==> src/rtl/dmem_arbiter.sv <==
`default_nettype none
// =============================================================================
// dmem_arbiter : two-requester data-memory arbiter with access checking and
//                load formatting. Optional DMEM_ARBITER_RR_EN: round-robin ties.
// Revision     : 1.0
// =============================================================================
module dmem_arbiter #(
  parameter int DEPTH = 1024
) (
  input  logic        clk,
  input  logic        rst,

  input  logic        req_valid_0,
  output logic        req_ready_0,
  input  logic        req_we_0,
  input  logic [31:0] req_addr_0,
  input  logic [31:0] req_wdata_0,
  input  logic [2:0]  req_func3_0,
  output logic        resp_valid_0,
  output logic [31:0] resp_rdata_0,
  output logic        resp_err_0,

  input  logic        req_valid_1,
  output logic        req_ready_1,
  input  logic        req_we_1,
  input  logic [31:0] req_addr_1,
  input  logic [31:0] req_wdata_1,
  input  logic [2:0]  req_func3_1,
  output logic        resp_valid_1,
  output logic [31:0] resp_rdata_1,
  output logic        resp_err_1,

  output logic [31:0] mem_addr,
  output logic [31:0] mem_wdata,
  output logic [2:0]  mem_func3,
  output logic        mem_read,
  output logic        mem_write,
  input  logic [31:0] mem_rdata
);

  localparam logic [32:0] c_depth = 33'(DEPTH);

  typedef enum logic [1:0] {
    ST_IDLE   = 2'd0,
    ST_ACCESS = 2'd1,
    ST_RESP   = 2'd2
  } state_t;

  state_t      r_state;
  logic [31:0] r_addr;
  logic [31:0] r_wdata;
  logic [2:0]  r_func3;
  logic        r_we;
  logic        r_owner;
  logic        r_strobe;
  logic        r_rvalid;
  logic        r_rerr;
  logic [31:0] r_rdata;

  logic        w_idle;
  logic        w_sel1;
  logic        w_accept;
  logic        w_we;
  logic [31:0] w_addr;
  logic [31:0] w_wdata;
  logic [2:0]  w_func3;
  logic [2:0]  w_size;
  logic [32:0] w_last;
  logic        w_illegal;
  logic        w_strobe;

`ifdef DMEM_ARBITER_RR_EN
  // r_prio names the requester that wins the next tie.
  logic        r_prio;
  assign w_sel1 = req_valid_1 && (!req_valid_0 || r_prio);
`else
  assign w_sel1 = req_valid_1 && !req_valid_0;
`endif

  assign w_idle      = (r_state == ST_IDLE) && !rst;
  assign req_ready_0 = w_idle && req_valid_0 && !w_sel1;
  assign req_ready_1 = w_idle && w_sel1;
  assign w_accept    = req_ready_0 || req_ready_1;

  assign w_we    = w_sel1 ? req_we_1    : req_we_0;
  assign w_addr  = w_sel1 ? req_addr_1  : req_addr_0;
  assign w_wdata = w_sel1 ? req_wdata_1 : req_wdata_0;
  assign w_func3 = w_sel1 ? req_func3_1 : req_func3_0;

  // Legality of the request currently presented by the granted requester.
  always_comb begin
    w_size = 3'd4;
    case (w_func3[1:0])
      2'b00:   w_size = 3'd1;
      2'b01:   w_size = 3'd2;
      default: w_size = 3'd4;
    endcase
    // 33-bit sum so an address near 2^32 cannot wrap past the range check.
    w_last    = {1'b0, w_addr} + 33'(w_size) - 33'd1;
    w_illegal = 1'b0;
    if (w_func3 == 3'b011 || w_func3[2:1] == 2'b11) w_illegal = 1'b1;
    if (w_we && w_func3[2])                         w_illegal = 1'b1;
    if (w_func3[1:0] == 2'b01 && w_addr[0])         w_illegal = 1'b1;
    if (w_func3[1:0] == 2'b10 && w_addr[1:0] != 2'b00) w_illegal = 1'b1;
    if (w_last >= c_depth)                          w_illegal = 1'b1;
  end

  function automatic logic [31:0] fmt_load(input logic [2:0] f3, input logic [31:0] d);
    case (f3)
      3'b000:  fmt_load = {{24{d[7]}}, d[7:0]};
      3'b001:  fmt_load = {{16{d[15]}}, d[15:0]};
      3'b100:  fmt_load = {24'd0, d[7:0]};
      3'b101:  fmt_load = {16'd0, d[15:0]};
      default: fmt_load = d;
    endcase
  endfunction

  always_ff @(posedge clk) begin
    if (rst) begin
      r_state  <= ST_IDLE;
      r_addr   <= 32'd0;
      r_wdata  <= 32'd0;
      r_func3  <= 3'd0;
      r_we     <= 1'b0;
      r_owner  <= 1'b0;
      r_strobe <= 1'b0;
      r_rvalid <= 1'b0;
      r_rerr   <= 1'b0;
      r_rdata  <= 32'd0;
`ifdef DMEM_ARBITER_RR_EN
      r_prio   <= 1'b0;
`endif
    end else begin
      case (r_state)
        ST_IDLE: begin
          if (w_accept) begin
            r_addr  <= w_addr;
            r_wdata <= w_wdata;
            r_func3 <= w_func3;
            r_we    <= w_we;
            r_owner <= w_sel1;
`ifdef DMEM_ARBITER_RR_EN
            r_prio  <= !w_sel1;
`endif
            if (w_illegal) begin
              r_state  <= ST_RESP;
              r_rvalid <= 1'b1;
              r_rerr   <= 1'b1;
              r_rdata  <= 32'd0;
            end else begin
              r_state  <= ST_ACCESS;
              r_strobe <= 1'b1;
            end
          end
        end
        ST_ACCESS: begin
          r_state  <= ST_RESP;
          r_strobe <= 1'b0;
          r_rvalid <= 1'b1;
          r_rerr   <= 1'b0;
          r_rdata  <= r_we ? 32'd0 : fmt_load(r_func3, mem_rdata);
        end
        ST_RESP: begin
          r_state  <= ST_IDLE;
          r_rvalid <= 1'b0;
          r_rerr   <= 1'b0;
          r_rdata  <= 32'd0;
        end
        default: begin
          r_state  <= ST_IDLE;
          r_strobe <= 1'b0;
          r_rvalid <= 1'b0;
        end
      endcase
    end
  end

  // Outputs are qualified by !rst so nothing leaks during the reset cycle itself.
  assign w_strobe  = r_strobe && !rst;
  assign mem_read  = w_strobe && !r_we;
  assign mem_write = w_strobe && r_we;
  assign mem_addr  = w_strobe ? r_addr  : 32'd0;
  assign mem_wdata = w_strobe ? r_wdata : 32'd0;
  assign mem_func3 = w_strobe ? r_func3 : 3'd0;

  assign resp_valid_0 = r_rvalid && !r_owner && !rst;
  assign resp_valid_1 = r_rvalid &&  r_owner && !rst;
  assign resp_rdata_0 = resp_valid_0 ? r_rdata : 32'd0;
  assign resp_rdata_1 = resp_valid_1 ? r_rdata : 32'd0;
  assign resp_err_0   = resp_valid_0 && r_rerr;
  assign resp_err_1   = resp_valid_1 && r_rerr;

endmodule
`default_nettype wire

==> config.mk <==
export PLATFORM = sky130hd
export DESIGN_NAME = dmem_arbiter
export DESIGN_NICKNAME = d
export VERILOG_FILES = /design/src/rtl/dmem_arbiter.sv
export SDC_FILE = /design/constraint.sdc
export NUM_CORES = 1
export LEC_CHECK = 0
export ABC_AREA = 1
export BUFFER_PORTS_ARGS = -buffer_cell sky130_fd_sc_hd__buf_4
export CAP_MARGIN = 20
export CORE_ASPECT_RATIO = 1.25
export CORE_UTILIZATION = 40
export DETAILED_ROUTE_END_ITERATION = 10
export GPL_TIMING_DRIVEN = 0
export MAX_ROUTING_LAYER = met4
export PLACE_DENSITY = 0.7
export SETUP_SLACK_MARGIN = 0.3
export SYNTH_ARGS = -nofsm -noshare
export SYNTH_HDL_FRONTEND = slang
export SYNTH_SLANG_ARGS = --single-unit
==> constraint.sdc <==
create_clock -name clk -period 3.95 [get_ports clk]
set_clock_uncertainty 0.05 [all_clocks]
set_input_delay 0.5925 -clock clk [delete_from_list [all_inputs] [get_ports clk]]
set_output_delay 0.5925 -clock clk [all_outputs]
set_load 0.01 [all_outputs]
==> flow_metrics.env, run 1 <==
export IMPL_die_area_mm2=0.0215
export IMPL_startpoint="req_valid_1"
export IMPL_p_seq_share_pct=30.1
export IMPL_p_int_uw=2850
export IMPL_dr_pass1_iters=7
export IMPL_synthTopCellsByArea="dfxtp_1, nand2_1, inv_1"
export IMPL_cts_root_buf="clkbuf_16"
export IMPL_h_tree_depth=3
export IMPL_slowest_stage="mux2i_4"
export IMPL_hold_path_class="in -> reg"
export IMPL_std_cell_rows=58
export IMPL_synth_edff_count=0
export IMPL_pre_cts_ws_ns=-1.15
export IMPL_worstSetupEndpointType="register"
export IMPL_clockPowerShare_pct=19.7
export IMPL_grt_pass1_wl_um=51300
export IMPL_slew_viol_final=0
export IMPL_ir_drop_v=0.000271
export IMPL_synth_avg_cell_area_um2=5.65
export IMPL_drive_above_1_share_pct=29.7
export IMPL_syn_to_final_growth_pct=49.2
export IMPL_ios=311
export IMPL_synth_top_area_share_pct=25.4
export IMPL_ys_ff_latch=106
export IMPL_cp_max_fo=10
export IMPL_fmax_mhz=259
export IMPL_ys_seq_area_share_pct=25.4
export IMPL_post_route_period_util_pct=97.6
export IMPL_finalWirelength_um=33800
export IMPL_grt_overflow=0
export IMPL_min_path_cells=2
export IMPL_finalSetupTns_ns=0
export IMPL_finalSetupViolCount=0
export IMPL_crit_type="in -> reg"
export IMPL_drt_initial_drc_count=647
export IMPL_relSlewSlack_pct=46.6
export IMPL_hold_viol_final=0
export IMPL_switchingPower_uw=2060
export IMPL_required_ns=4.16
export IMPL_dieHeight_um=164
export IMPL_placed_cell_area_mm2=0.0111
export IMPL_vias=10500
export IMPL_synthFlopType="dfxtp_1"
export IMPL_antenna_found_initial=0
export IMPL_ys_warn_count=0
export IMPL_finalInstanceArea_mm2=0.0125
export IMPL_start_util_pct=41.1
export IMPL_via_per_inst=5.01
export IMPL_grt_max_degree=19
export IMPL_cp_common_cell="nand2_1"
export IMPL_outcome="complete, no violations"
export IMPL_io_buffers=310
export IMPL_leakagePower_uw=0.00627
export IMPL_power_per_cell_area_mw_per_mm2=394
export IMPL_async_reset_ff_share_pct=0
export IMPL_hpwl_um=26500
export IMPL_wl_per_cell_um=16.1
export IMPL_stdcell_count=2101
export IMPL_placed_cells=2059
export IMPL_synth_area_leader_cell="dfxtp_1"
export IMPL_syn_inst=1479
export IMPL_numCtsBuffers=9
export IMPL_max_stage_delay_ns=0.30
export IMPL_r2r_start="r_state[0]"
export IMPL_regToRegEndpoint="r_wdata[31]"
export IMPL_fin_ws_ns=0.0944
export IMPL_synth_cell_types=35
export IMPL_whs_endpoint="r_state[0]"
export IMPL_grt_pass1_vias=9831
export IMPL_r2r_slack_ns=0.93
export IMPL_syn_nets=1690
export IMPL_tightestPinTransition_ns=0.801
export IMPL_rsz0062_at_grt="yes"
export IMPL_clk_latency_ns=0.36
export IMPL_dieWidth_um=131
export IMPL_switching_share_pct=42.0
export IMPL_min_period_ns=3.86
export IMPL_cts_tree="done"
export IMPL_path_clk_slew_ns=0.08
export IMPL_worstSetupStartpointType="primary input"
export IMPL_drc=0
export IMPL_antenna_cells=0
export IMPL_clock_sinks=106
export IMPL_gp_congestion=0.952
export IMPL_hold_path_startpoint="rst"
export IMPL_rr_worst_depth=11
export IMPL_fin_hold_ws_ns=0.392
export IMPL_core_area_mm2=0.0203
export IMPL_clk_path_buf_depth=2
export IMPL_syn_cell_area_mm2=0.00835
export IMPL_maxCapViolCount=0
export IMPL_ant_nets=0
export IMPL_nNetsFinal=2037
export IMPL_pwr_share_comb_pct=50.2
export IMPL_track_usage_pct=31.4
export IMPL_worst_ep_arrival_time_ns=4.07
critical path: cells and delay by family:
family,cells,cell delay (ns)
fa+ha+maj,2,0.46
mux,1,0.30
compound gates,1,0.11
buf+inv,7,0.92
simple gates,17,1.66
state kept, by name, indices dropped and copies added (netlist names):
name,flops
r_rdata,32
r_state,2
r_we,1
r_func3,3
r_wdata,32
r_owner,1
r_addr,32
r_strobe,1
r_rvalid,1
r_rerr,1
cell usage after synthesis, types with 4 or more instances:
library cell	number
a21oi_2	8
nand3_1	79
a21oi_1	83
clkbuf_1	57
nand2_1	372
inv_2	4
o21ai_0	121
or2_2	29
inv_1	258
dfxtp_1	106
nor2_1	231
nand4_1	10
nand3b_1	7
a31oi_1	34
nor2_2	5
buf_2	5
nor3_1	5
ha_1	38
power by group through the flow:
stage          clock (uW)  sequential (uW)  combinational (uW)
4_1_cts               976             1470                2310
3_3_place_gp            0             1480                2030
6_report              967             1480                2460
3_5_place_dp            0             1490                2050
2_1_floorplan           0             1450                1430
5_1_grt              1020             1510                2730
cells in the final DEF, fill, tap and decap left out, types with 7 or more instances in the layout:
cell type  instances
inv_2              7
nand3b_1           7
ha_1              20
a21oi_2           25
or2_2             29
clkbuf_1          51
a31oi_1           34
nor2_1           219
nand2_2           19
nand4_1           10
o21ai_4           15
dfxtp_1          106
nand2_1          351
a21oi_1           65
nand3_2           16
nand3_1           62
clkbuf_16         11
ha_2               8
nor2_2            13
buf_4            328
o21ai_2           16
o21ai_0           90
ha_4              10
inv_1            254
metrics by stage:
| stage | utilization, % | total power (uW) |
|---|---|---|
| 2_1_floorplan | - | 2880 |
| 3_3_place_gp | 54.4 | 3510 |
| 3_5_place_dp | 54.4 | 3540 |
| 4_1_cts | 59.5 | 4760 |
| 5_1_grt | 61.3 | 5250 |
| 6_report | 61.3 | 4910 |
what timing repair did:
item                                    in CTS  in global routing
hold buffers                                 0                  0
endpoints found under the setup margin      37                 37
pin swaps                                   10                 13
resized for setup                          143                 75
buffers inserted                            13                 10
cloned                                       3                  0
area by class of cell:
type / instances / area [um^2]
clock inverter: 6 / 72.6
tap: 270 / 338
sequential: 106 / 2120
multi-input combinational: 1043 / 5680
buffer: 67 / 392
inverter: 263 / 1000
clock buffer: 10 / 239
fill: 1995 / 7860
timing repair buffer: 336 / 2610
cell families (layout without fill, tap and decap cells):
family | after synthesis | in the layout | synth area share, %
adder cells (fa/ha/maj) | 39 | 39 | 5.93
flip-flops | 106 | 106 | 25.4
multiplexers | 1 | 1 | 0.120
AO/OA/AOI/OAI | 256 | 256 | 16.6
AND/OR/NAND/NOR | 747 | 747 | 36.8
buffers and inverters | 330 | 682 | 15.2
routing by layer:
layer	global-route usage (%)	share of wire, %	vias up
met3	3.72	5.4	71
met2	57.6	52	378
met1	34.2	39	4802
met4	13.2	3.6	0
li1	-	-	5274
met5	-	0	-
worst max path at each step:
stage / slack, ns / to / depth (start not counted)
2_1_floorplan: 0.31 / r_rdata[22] / 29
3_3_place_gp: -1.11 / r_rdata[23] / 28
3_5_place_dp: -1.15 / r_rdata[26] / 27
4_1_cts: 0.19 / r_rdata[24] / 30
5_1_grt: -0.1 / r_rdata[20] / 28
6_report: 0.09 / r_rdata[24] / 28
(Power assumes the default switching activity.)
==> run 2, diff against run 1 <==
REMOVE_ABC_BUFFERS = 1   (was not set)
==> run 2 against run 1 <==
Compared with the run above:
- final area is 5.2% lower
- critical path depth decreased by 2
- wire length fell by 12%
- cell count fell by 3.1%
- via count decreased by 4.6%
- global-route usage down 3.6 points
- combinational power is 8% lower
- worst setup slack better by 0.045 ns
- die area unchanged
- largest power group unchanged
- highest routed layer unchanged
==> flow_metrics.env, run 2 (synthesis results as in run 1) <==
export IMPL_tightestPinTransition_ns=1.02
export IMPL_required_ns=4.16
export IMPL_gp_congestion=0.889
export IMPL_drt_initial_drc_count=489
export IMPL_fin_hold_ws_ns=0.408
export IMPL_nNetsFinal=1971
export IMPL_final_common_cell="nand2_1"
export IMPL_dieHeight_um=164
export IMPL_min_period_ns=3.81
export IMPL_crit_type="in -> reg"
export IMPL_rsz0062_at_grt="yes"
export IMPL_fin_ws_ns=0.139
export IMPL_slew_viol_final=0
export IMPL_track_usage_pct=27.8
export IMPL_post_route_period_util_pct=96.5
export IMPL_cp_common_cell="nand2_1"
export IMPL_holdBufCountCts=0
export IMPL_stdcell_count=2035
export IMPL_pre_cts_ws_ns=-3.20
export IMPL_io_buffers=310
export IMPL_finalWirelength_um=29600
export IMPL_wl_per_cell_um=14.5
export IMPL_start_util_pct=41.1
export IMPL_worst_ep_arrival_time_ns=4.02
export IMPL_top_regs="r_addr: 32 flops, r_rdata: 32 flops, r_wdata: 32 flops"
export IMPL_vias=10000
export IMPL_grt_pass1_wl_um=46300
export IMPL_std_cell_rows=58
export IMPL_maxCapViolCount=0
export IMPL_placed_cells=1996
export IMPL_slowest_stage="ha_1"
export IMPL_finalSetupViolCount=0
export IMPL_via_per_inst=4.94
export IMPL_antenna_found_initial=0
export IMPL_power_per_cell_area_mw_per_mm2=392
export IMPL_outcome="complete, no violations"
export IMPL_leakagePower_uw=0.00610
export IMPL_ir_drop_v=0.000282
export IMPL_path_clk_slew_ns=0.08
export IMPL_fmax_mhz=262
export IMPL_grt_overflow=0
export IMPL_placed_cell_area_mm2=0.0108
export IMPL_ios=311
export IMPL_dieWidth_um=131
export IMPL_syn_to_final_growth_pct=41.5
export IMPL_clk_latency_ns=0.35
export IMPL_grt_pass1_vias=9208
export IMPL_cp_max_fo=18
export IMPL_dr_pass1_iters=6
export IMPL_cts_root_buf="clkbuf_16"
export IMPL_layout_common_cells="nand2_1, buf_4, inv_1, nor2_1, dfxtp_1"
export IMPL_antenna_cells=0
export IMPL_clk_path_buf_depth=2
export IMPL_core_area_mm2=0.0203
export IMPL_ant_nets=0
export IMPL_worstSetupEndpointType="register"
export IMPL_cts_tree="done"
export IMPL_max_stage_delay_ns=0.41
export IMPL_worstSetupStartpointType="primary input"
export IMPL_numCtsBuffers=9
export IMPL_clock_sinks=106
export IMPL_die_area_mm2=0.0215
export IMPL_hold_path_class="reg -> reg"
export IMPL_hold_viol_final=0
export IMPL_hpwl_um=20700
export IMPL_h_tree_depth=3
export IMPL_grt_max_degree=111
export IMPL_relSlewSlack_pct=31.7
export IMPL_finalInstanceArea_mm2=0.0118
export IMPL_finalSetupTns_ns=0
export IMPL_drc=0
export IMPL_drive_above_1_share_pct=28.2
run 2: changes by cell type in the layout (fill, tap and decap cells not counted), sizes merged:
| cell | delta |
|---|---|
| buf | -13 |
| bufbuf | -1 |
| clkbuf | -60 |
| clkinv | +2 |
| inv | -1 |
| clkinvlp | +2 |
| bufinv | -1 |
| nand2 | +6 |
run 2: final cells by class:
class / count / area (um^2)
clock buffers: 9 / 225
well taps: 270 / 338
clock inverters: 7 / 51.3
multi-input cells: 1049 / 5490
repair inverters: 1 / 16.3
inverters: 263 / 1020
repair buffers: 330 / 2550
flip-flops and latches: 106 / 2120
fillers: 2122 / 8510
run 2: per-stage QoR:
stage | total power (uW) | utilization [%]
floorplan | 2800 | -
global placement | 3380 | 52.8
detailed placement | 3430 | 53.4
CTS | 4580 | 57.2
global route | 5000 | 58.1
finish | 4630 | 58.1
run 2: path summary, 6_finish.rpt:
path                            slack (ns)        start  cells past startpoint     endpoint
worst max-delay path                  0.14  req_valid_0                     26  r_rdata[27]
worst min-delay path                  0.41    r_addr[0]                      2    r_addr[0]
worst max register to register        0.82   r_state[0]                     12  r_wdata[23]
worst min register to register        0.41    r_addr[0]                      2    r_addr[0]
run 2: report_power, final:
group	leakage, uW	switching [uW]	internal (uW)	total, uW
clock network	0.000138	447	435	882
logic	0.00509	1430	844	2270
registers	0.000874	142	1340	1480
run 2: what timing repair did:
item / in CTS / in global routing
gates cloned: 7 / 0
pin swaps: 14 / 13
gates resized for setup: 92 / 46
endpoints found under the setup margin: 37 / 37
buffers inserted: 13 / 2
run 2: worst max-delay path: cells and delay by family:
kind	cells	cell delay [ns]
AND/OR/NAND/NOR	19	2.11
buffers and inverters	5	0.54
adder cells (fa/ha/maj)	1	0.41
AO/OA/AOI/OAI	1	0.34
run 2: per-layer routing:
layer  routed length, um  up-vias  global-route usage, %  share of wire (%)
met3                1300       54                   3.72                4.4
li1                    -     5157                      -                  -
met2               15200      288                   49.9                 51
met1               12100     4546                   31.2                 41
met4                 959        0                   10.9                3.2
met5                   0        -                      -                  0
